<file path="src/rtl/wb_ctrl.sv">
// Write-back controller: arbitrates execute/load results into one registered regsfile write
// and tracks in-flight loads for decode hazards. Optional macro WB_RR_ARB_EN selects round-robin arbitration.
module wb_ctrl #(
  parameter int DATA_W = 32,
  parameter int ADDR_W = 5,
  parameter int NREG   = 32
) (
  input  logic              clk,
  input  logic              rst,
  input  logic              ex_valid_i,
  output logic              ex_ready_o,
  input  logic [ADDR_W-1:0] ex_waddr_i,
  input  logic [DATA_W-1:0] ex_wdata_i,
  input  logic              ld_valid_i,
  output logic              ld_ready_o,
  input  logic [ADDR_W-1:0] ld_waddr_i,
  input  logic [DATA_W-1:0] ld_rdata_i,
  input  logic [2:0]        ld_funct3_i,
  input  logic [1:0]        ld_off_i,
  input  logic              ld_issue_i,
  input  logic [ADDR_W-1:0] ld_issue_addr_i,
  input  logic [ADDR_W-1:0] chk_addr1_i,
  input  logic [ADDR_W-1:0] chk_addr2_i,
  output logic              hazard_o,
  output logic              we_o,
  output logic [ADDR_W-1:0] waddr_o,
  output logic [DATA_W-1:0] wdata_o
);

  function automatic logic [DATA_W-1:0] fmt_load(
    input logic [DATA_W-1:0] rdata,
    input logic [2:0]        funct3,
    input logic [1:0]        off
  );
    logic [7:0]        byte_s;
    logic [15:0]       half_s;
    logic [DATA_W-1:0] res_s;
    case (off)
      2'd0:    byte_s = rdata[7:0];
      2'd1:    byte_s = rdata[15:8];
      2'd2:    byte_s = rdata[23:16];
      2'd3:    byte_s = rdata[31:24];
      default: byte_s = rdata[7:0];
    endcase
    half_s = off[1] ? rdata[31:16] : rdata[15:0];
    case (funct3)
      3'b000:  res_s = {{(DATA_W-8){byte_s[7]}}, byte_s};
      3'b001:  res_s = {{(DATA_W-16){half_s[15]}}, half_s};
      3'b100:  res_s = {{(DATA_W-8){1'b0}}, byte_s};
      3'b101:  res_s = {{(DATA_W-16){1'b0}}, half_s};
      default: res_s = rdata;
    endcase
    return res_s;
  endfunction

  logic              we_q, we_d;
  logic [ADDR_W-1:0] waddr_q, waddr_d;
  logic [DATA_W-1:0] wdata_q, wdata_d;
  logic [NREG-1:0]   busy_q, busy_d;
  logic              ld_xfer_s, ex_xfer_s;

`ifdef WB_RR_ARB_EN
  logic last_ld_q, last_ld_d;

  // Under contention the source not granted most recently wins
  assign ld_ready_o = rst & ~(ex_valid_i & ld_valid_i & last_ld_q);
  assign ex_ready_o = rst & (~ld_valid_i | (ex_valid_i & last_ld_q));
`else
  assign ld_ready_o = rst;
  assign ex_ready_o = rst & ~ld_valid_i;
`endif

  assign ld_xfer_s = ld_valid_i & ld_ready_o;
  assign ex_xfer_s = ex_valid_i & ex_ready_o;

  // Write-port next state; address/data hold when nothing transfers
  always_comb begin
    we_d    = 1'b0;
    waddr_d = waddr_q;
    wdata_d = wdata_q;
    if (ld_xfer_s) begin
      we_d    = |ld_waddr_i;
      waddr_d = ld_waddr_i;
      wdata_d = fmt_load(ld_rdata_i, ld_funct3_i, ld_off_i);
    end else if (ex_xfer_s) begin
      we_d    = |ex_waddr_i;
      waddr_d = ex_waddr_i;
      wdata_d = ex_wdata_i;
    end else begin
      we_d    = 1'b0;
    end
  end

  // Scoreboard next state: clear on load write-back, then set on issue so set wins
  always_comb begin
    busy_d = busy_q;
    if (ld_xfer_s) begin
      busy_d[ld_waddr_i] = 1'b0;
    end else begin
      busy_d[ld_waddr_i] = busy_q[ld_waddr_i];
    end
    if (ld_issue_i) begin
      busy_d[ld_issue_addr_i] = 1'b1;
    end else begin
      busy_d[ld_issue_addr_i] = busy_d[ld_issue_addr_i];
    end
    busy_d[0] = 1'b0;
  end

`ifdef WB_RR_ARB_EN
  // Last-grant next state
  always_comb begin
    if (ld_xfer_s) begin
      last_ld_d = 1'b1;
    end else if (ex_xfer_s) begin
      last_ld_d = 1'b0;
    end else begin
      last_ld_d = last_ld_q;
    end
  end

  // Last-grant register; reset to "ld" so ex wins the first contention
  always_ff @(posedge clk or negedge rst) begin
    if (!rst) begin
      last_ld_q <= 1'b1;
    end else begin
      last_ld_q <= last_ld_d;
    end
  end
`endif

  // Output stage and scoreboard registers
  always_ff @(posedge clk or negedge rst) begin
    if (!rst) begin
      we_q    <= 1'b0;
      waddr_q <= {ADDR_W{1'b0}};
      wdata_q <= {DATA_W{1'b0}};
      busy_q  <= {NREG{1'b0}};
    end else begin
      we_q    <= we_d;
      waddr_q <= waddr_d;
      wdata_q <= wdata_d;
      busy_q  <= busy_d;
    end
  end

  assign we_o    = we_q;
  assign waddr_o = waddr_q;
  assign wdata_o = wdata_q;

  assign hazard_o = ((chk_addr1_i != {ADDR_W{1'b0}}) & busy_q[chk_addr1_i]) |
                    ((chk_addr2_i != {ADDR_W{1'b0}}) & busy_q[chk_addr2_i]);

endmodule

</file>
<file path="config.mk">
export PLATFORM = sky130hd
export DESIGN_NAME = wb_ctrl
export DESIGN_NICKNAME = d
export VERILOG_FILES = /design/src/rtl/wb_ctrl.sv
export SDC_FILE = /design/constraint.sdc
export NUM_CORES = 1
export LEC_CHECK = 0
export ABC_AREA = 1
export BUFFER_PORTS_ARGS = -buffer_cell sky130_fd_sc_hd__buf_2
export CAP_MARGIN = 20
export CORE_UTILIZATION = 39
export DETAILED_ROUTE_END_ITERATION = 7
export GPL_ROUTABILITY_DRIVEN = 0
export GPL_TIMING_DRIVEN = 0
export HOLD_SLACK_MARGIN = 0.1
export SETUP_SLACK_MARGIN = 0.2
export SLEW_MARGIN = 10
export SYNTH_ARGS = -nofsm -noshare
export SYNTH_HDL_FRONTEND = slang
export SYNTH_SLANG_ARGS = --single-unit
</file>
<file path="constraint.sdc">
create_clock -name clk -period 3.8 [get_ports clk]
set_input_delay 1.14 -clock clk [delete_from_list [all_inputs] [get_ports clk]]
set_output_delay 1.14 -clock clk [all_outputs]
set_load 0.02 [all_outputs]
</file>
# --- Yosys cells after proc, flatten, opt, wreduce, memory -nomap -nowiden ---
# Cells that the tools add are included.
op_classes:
  mux: 25
  bitwise: 10
  order_cmp: 6
  eq_ne: 6
  n_reduce_logical: 9
ops:
  columns: ["op", "n"]
  rows:
  - ["32-bit 2-to-1 mux", 4]
  - ["32-bit one-hot mux with 4 select lines", 1]
  - ["32-bit bitwise mux", 2]
  - ["32-bit AND", 1]
  - ["32-bit inverter", 1]
  - ["32-bit bitwise OR", 1]
  - ["8-bit one-hot mux with 4 select lines", 1]
  - ["5-bit by 6-bit < comparator with 1-bit output, second input constant", 4]
  - ["1-bit binary-select mux with 5-bit select", 4]
  - ["16-bit 2-to-1 mux", 1]
  - ["1-bit demux with 5-bit select", 2]
  - ["5-bit by 1-bit greater-or-equal comparator with 1-bit output, second input constant", 2]
  - ["5-bit 2-to-1 mux", 2]
  - ["5-bit nonzero test", 2]
  - ["5-bit OR reduction", 2]
  - ["1-bit 2-to-1 mux", 8]
  - ["3-bit == test, second input constant", 2]
  - ["1-bit AND", 5]
  - ["2-bit == test, second input constant", 2]
  - ["3-bit by 1-bit == test with 1-bit output, second input constant", 1]
  - ["3-bit zero test", 1]
  - ["2-bit by 1-bit == test with 1-bit output, second input constant", 1]
  - ["1-bit logical AND", 2]
  - ["2-bit zero test", 1]
  - ["other kinds (3)", 3]
word_totals:
  regBits: 69
  elab_cells: 60
  out_inout_bits: 41

# --- Longest topological paths before layout ---
depth:
  word_depth: 11
  ltp_mapped: 10

# --- Least setup slack after synthesis ---
# No wires, ideal clock.
synth_path:
  path_type: "input to output"
  from: "in chk_addr2_i[1]"
  to: "out hazard_o"
  required_ns: 2.660
  cell_stages: 8
  arrival_ns: 2.001
  slack_ns: 0.659
  path_cell_list: "buf_2 inv_1 nand3_1 a21boi_0 nor2_1 nand2_1 nand2_1 nand3_1"
synth_via:
  elab_chain_cells: 4
  word_cells_on_any_way: 5
synth_rtl:
  columns: ["element", "line", "text"]
  rows:
  - ["start, declared", "23", "input logic [ADDR_W-1:0] chk_addr2_i,"]
  - ["1-bit binary-select mux with 5-bit select", "152", "((chk_addr2_i != {ADDR_W{1'b0}}) & busy_q[chk_addr2_i]);"]
  - ["1-bit 2-to-1 mux (not written as such)", "152", null]
  - ["1-bit AND *", "152", null]
  - ["1-bit bitwise OR *", "151", "assign hazard_o = ((chk_addr1_i != {ADDR_W{1'b0}}) & busy_q[chk_addr1_i]) |"]
  - ["end, declared", "24", "output logic hazard_o,"]
# Mark *: on every way between the ends. The rest lies on a longest branch, timed or not. The select of a mux whose other input is x is not followed.

# --- Worst setup path in the final report ---
layout_path:
  from: "in chk_addr2_i[0]"
  to: "out hazard_o"
# Same word-level chain as after synthesis.

==> flow_summary.json <==
{
  "outcome": "finished clean",
  "worst_pin_slew_ps": 803,
  "postSynthCellCount": 651,
  "antenna_found_initial": 0,
  "skew_ps": 0,
  "final_area_um2": 5760,
  "cts_buffer_depth": 2,
  "grt_pass1_wl_mm": 24.7,
  "ys_types": 35,
  "clkSinkCount": 69,
  "final_cell_mix": "nand2_1 (200), buf_2 (146), nand3_1 (76), dfrtp_1 (69), inv_1 (65)",
  "drtIter0Drc": 512,
  "tritoncts": "yes",
  "yosys.area_share.xor_xnor": 0,
  "diodes": 0,
  "die-area_um2": 12100,
  "routed_wl_mm": 15.7,
  "synth_ff_type": "dfrtp_1",
  "worst_setup_path_end_kind": "output pin",
  "cts.clk_slew.worst_paths_ps": 60,
  "synthToLayoutAreaGrowth_pct": 26.4,
  "initial_core_util": 0.399,
  "min-delay-start": "wdata_o[16]$_DFFE_PN0P_",
  "io_buffers": 134,
  "htree_levels": 3,
  "yosys_register_bits": 69,
  "power_frac_seq": 0.361,
  "final_hold_viol_count": 0,
  "irDropWorstVdd_v": 0.000198,
  "switching_share": 0.323,
  "postPlaceCellArea_um2": 5430,
  "drive_gt1_frac": 0.267,
  "p_leak_nw": 2.98,
  "postSynthNetCount": 750,
  "r2r_slack_ps": 2890,
  "powerDensity_nw_per_um2": 446,
  "synth_compound_area_frac": 0.212,
  "required_ps": 2660,
  "setup_viol": 0,
  "cts_inserted_buffers": 9,
  "synthAdderAreaFrac": 0,
  "cp-start-kind": "input port",
  "core_um2": 11400,
  "rows": 39,
  "timing.rr.start": "busy_q[16]$_DFF_PN0_",
  "syn_avg_cell_area_um2": 7.00,
  "fmax_mhz": 295,
  "utilization": 0.504,
  "ys_warn_count": 0,
  "yosys.area.top_type_share": 0.379,
  "fin_cells": 945,
  "hp-class": "reg -> reg",
  "synth_mux_area_frac": 0,
  "via_count": 5196,
  "viasPerCell": 5.50,
  "min_period_ps": 3390,
  "finalCritPeriodShare": 0.892,
  "synthArstFlopShare": 1.00,
  "setup_tns_ps": 0,
  "postCtsSetupRepairBufs": 0,
  "clock_tree.root_cell": "clkbuf_16",
  "critical_path_class": "in -> out",
  "layout_commonest_cell": "nand2_1",
  "placedCellCount": 929,
  "ys_seq_area_frac": 0.379,
  "rr_worst_depth": 3,
  "die_h_um": 110,
  "hold_end": "wdata_o[16]$_DFFE_PN0P_",
  "synth-edff-count": 0,
  "layout.nets": 896,
  "clockPowerShare": 0.360,
  "drc_errors": 0,
  "first_pass_iters": 5,
  "p_sw_mw": 0.831,
  "synth.cell_area_um2": 4560,
  "antenna_left": 0,
  "slew_viol_final": 0,
  "critPathArrivalTime_ps": 2250,
  "regToRegEndpoint": "busy_q[16]$_DFF_PN0_",
  "dpl.hpwl_mm": 12.1,
  "cp_max_fo": 10,
  "synth_area_leader_cell": "dfrtp_1",
  "synth_simple_gate_area_share": 0.307,
  "nFillCells": 1174,
  "grt_overflow": 0,
  "whs_ps": 491,
  "wl_per_cell_um": 16.6,
  "slew_headroom": 0.462,
  "die_x_um": 110,
  "grt_max_degree": 41,
  "synth_top_family_by_area": "simple AND/OR/NAND/NOR gates",
  "drv_cap": 0,
  "worstSkewPairLatency_ps": 330,
  "grt_usage": 0.269,
  "grt_pass1_vias": 4855,
  "rsz0062_at_grt": "false",
  "worstHoldPathCells": 2,
  "internal_power_mw": 1.74,
  "p_comb_frac": 0.279,
  "netlist_top_cells_area": "dfrtp_1 (38%), nand2_1 (16%), nand3_1 (8.3%), inv_1 (5.4%), o21ai_0 (5.2%)",
  "ios": 140
}
==> power by group through the flow <==
stage / Sequential (mW) / Clock (mW) / Combinational (mW)
after floorplan: 1.00 / 0 / 0.374
after global placement: 0.936 / 0 / 0.695
after detailed placement: 0.937 / 0 / 0.708
after CTS: 0.926 / 0.935 / 0.711
after global routing: 0.941 / 0.965 / 0.789
final: 0.927 / 0.926 / 0.717
==> cell type report <==
| class | count | area (um^2) | area share |
|---|---|---|---|
| Sequential cell | 69 | 1730 | 0.300 |
| Multi-Input combinational cell | 476 | 2370 | 0.411 |
| Inverter | 73 | 280 | 0.0487 |
| Clock inverter | 4 | 70.1 | 0.0122 |
| Tap cell | 143 | 179 | 0.0311 |
| Clock buffer | 12 | 256 | 0.0445 |
| Buffer | 33 | 189 | 0.0328 |
| Timing Repair Buffer | 135 | 693 | 0.120 |
==> Yosys cell counts (all sizes together) (3+ instances only) <==
cell type,number
buf,23
nor2,25
o21bai,7
a21oi,11
nand2,204
a2bb2oi,6
nor3,15
nand3,78
dfrtp,69
clkbuf,10
o22ai,7
a31oi,26
nand4,3
o211ai,14
a31o,23
o21ai,49
inv,71
==> registers in the layout (all words and copies together), names as in the netlist <==
| signal | flops |
|---|---|
| wdata_o | 32 |
| busy_q | 31 |
| waddr_o | 5 |
| we_o | 1 |
==> stage by stage <==
step / power (mW) / worst slack (ps)
after CTS: 2.57 / 349
after global routing: 2.69 / 240
after detailed placement: 1.64 / 361
after floorplan: 1.38 / 659
final: 2.57 / 410
after global placement: 1.63 / -394
==> how the worst max path moves through the flow <==
stage,from,endpoint,cells past startpoint
after floorplan,chk_addr2_i[1],hazard_o,8
after global placement,rst,wdata_o[15]$_DFFE_PN0P_,8
after detailed placement,chk_addr2_i[0],hazard_o,10
after CTS,chk_addr2_i[0],hazard_o,10
after global routing,chk_addr2_i[0],hazard_o,12
final,chk_addr2_i[0],hazard_o,12
==> metal layers <==
layer  GRT usage  vias to the layer above  share of wire
met1       0.375                     2419           0.44
met3      0.0441                       36          0.081
met5           0                        -              0
li1            -                     2490              -
met4       0.102                        0          0.024
met2       0.420                      251           0.45
==> logic make-up after synthesis <==
| group | count (synthesis) |
|---|---|
| AO/OA/AOI/OAI | 147 |
| AND/OR/NAND/NOR | 329 |
| flip-flops | 69 |
| buffers and inverters | 106 |
==> what timing repair did <==
| action | in CTS | in global routing |
|---|---|---|
| hold buffers | 0 | 0 |
| endpoints found under the setup margin | 0 | 1 |
| endpoints found under the hold margin | 0 | 0 |
| resized for setup | 0 | 1 |
==> worst max-delay path, cell delays in order <==
cell     delay [ps]
buf_2           130
buf_2           240
nand2_1          90
nand3_1          80
nand2_1          70
nand2_1          60
nand2_1          40
nor2_1           80
nand2_1          60
nand2_1          60
nand3_1          50
buf_2           150
No activity file was read; power rests on OpenSTA's default activity.
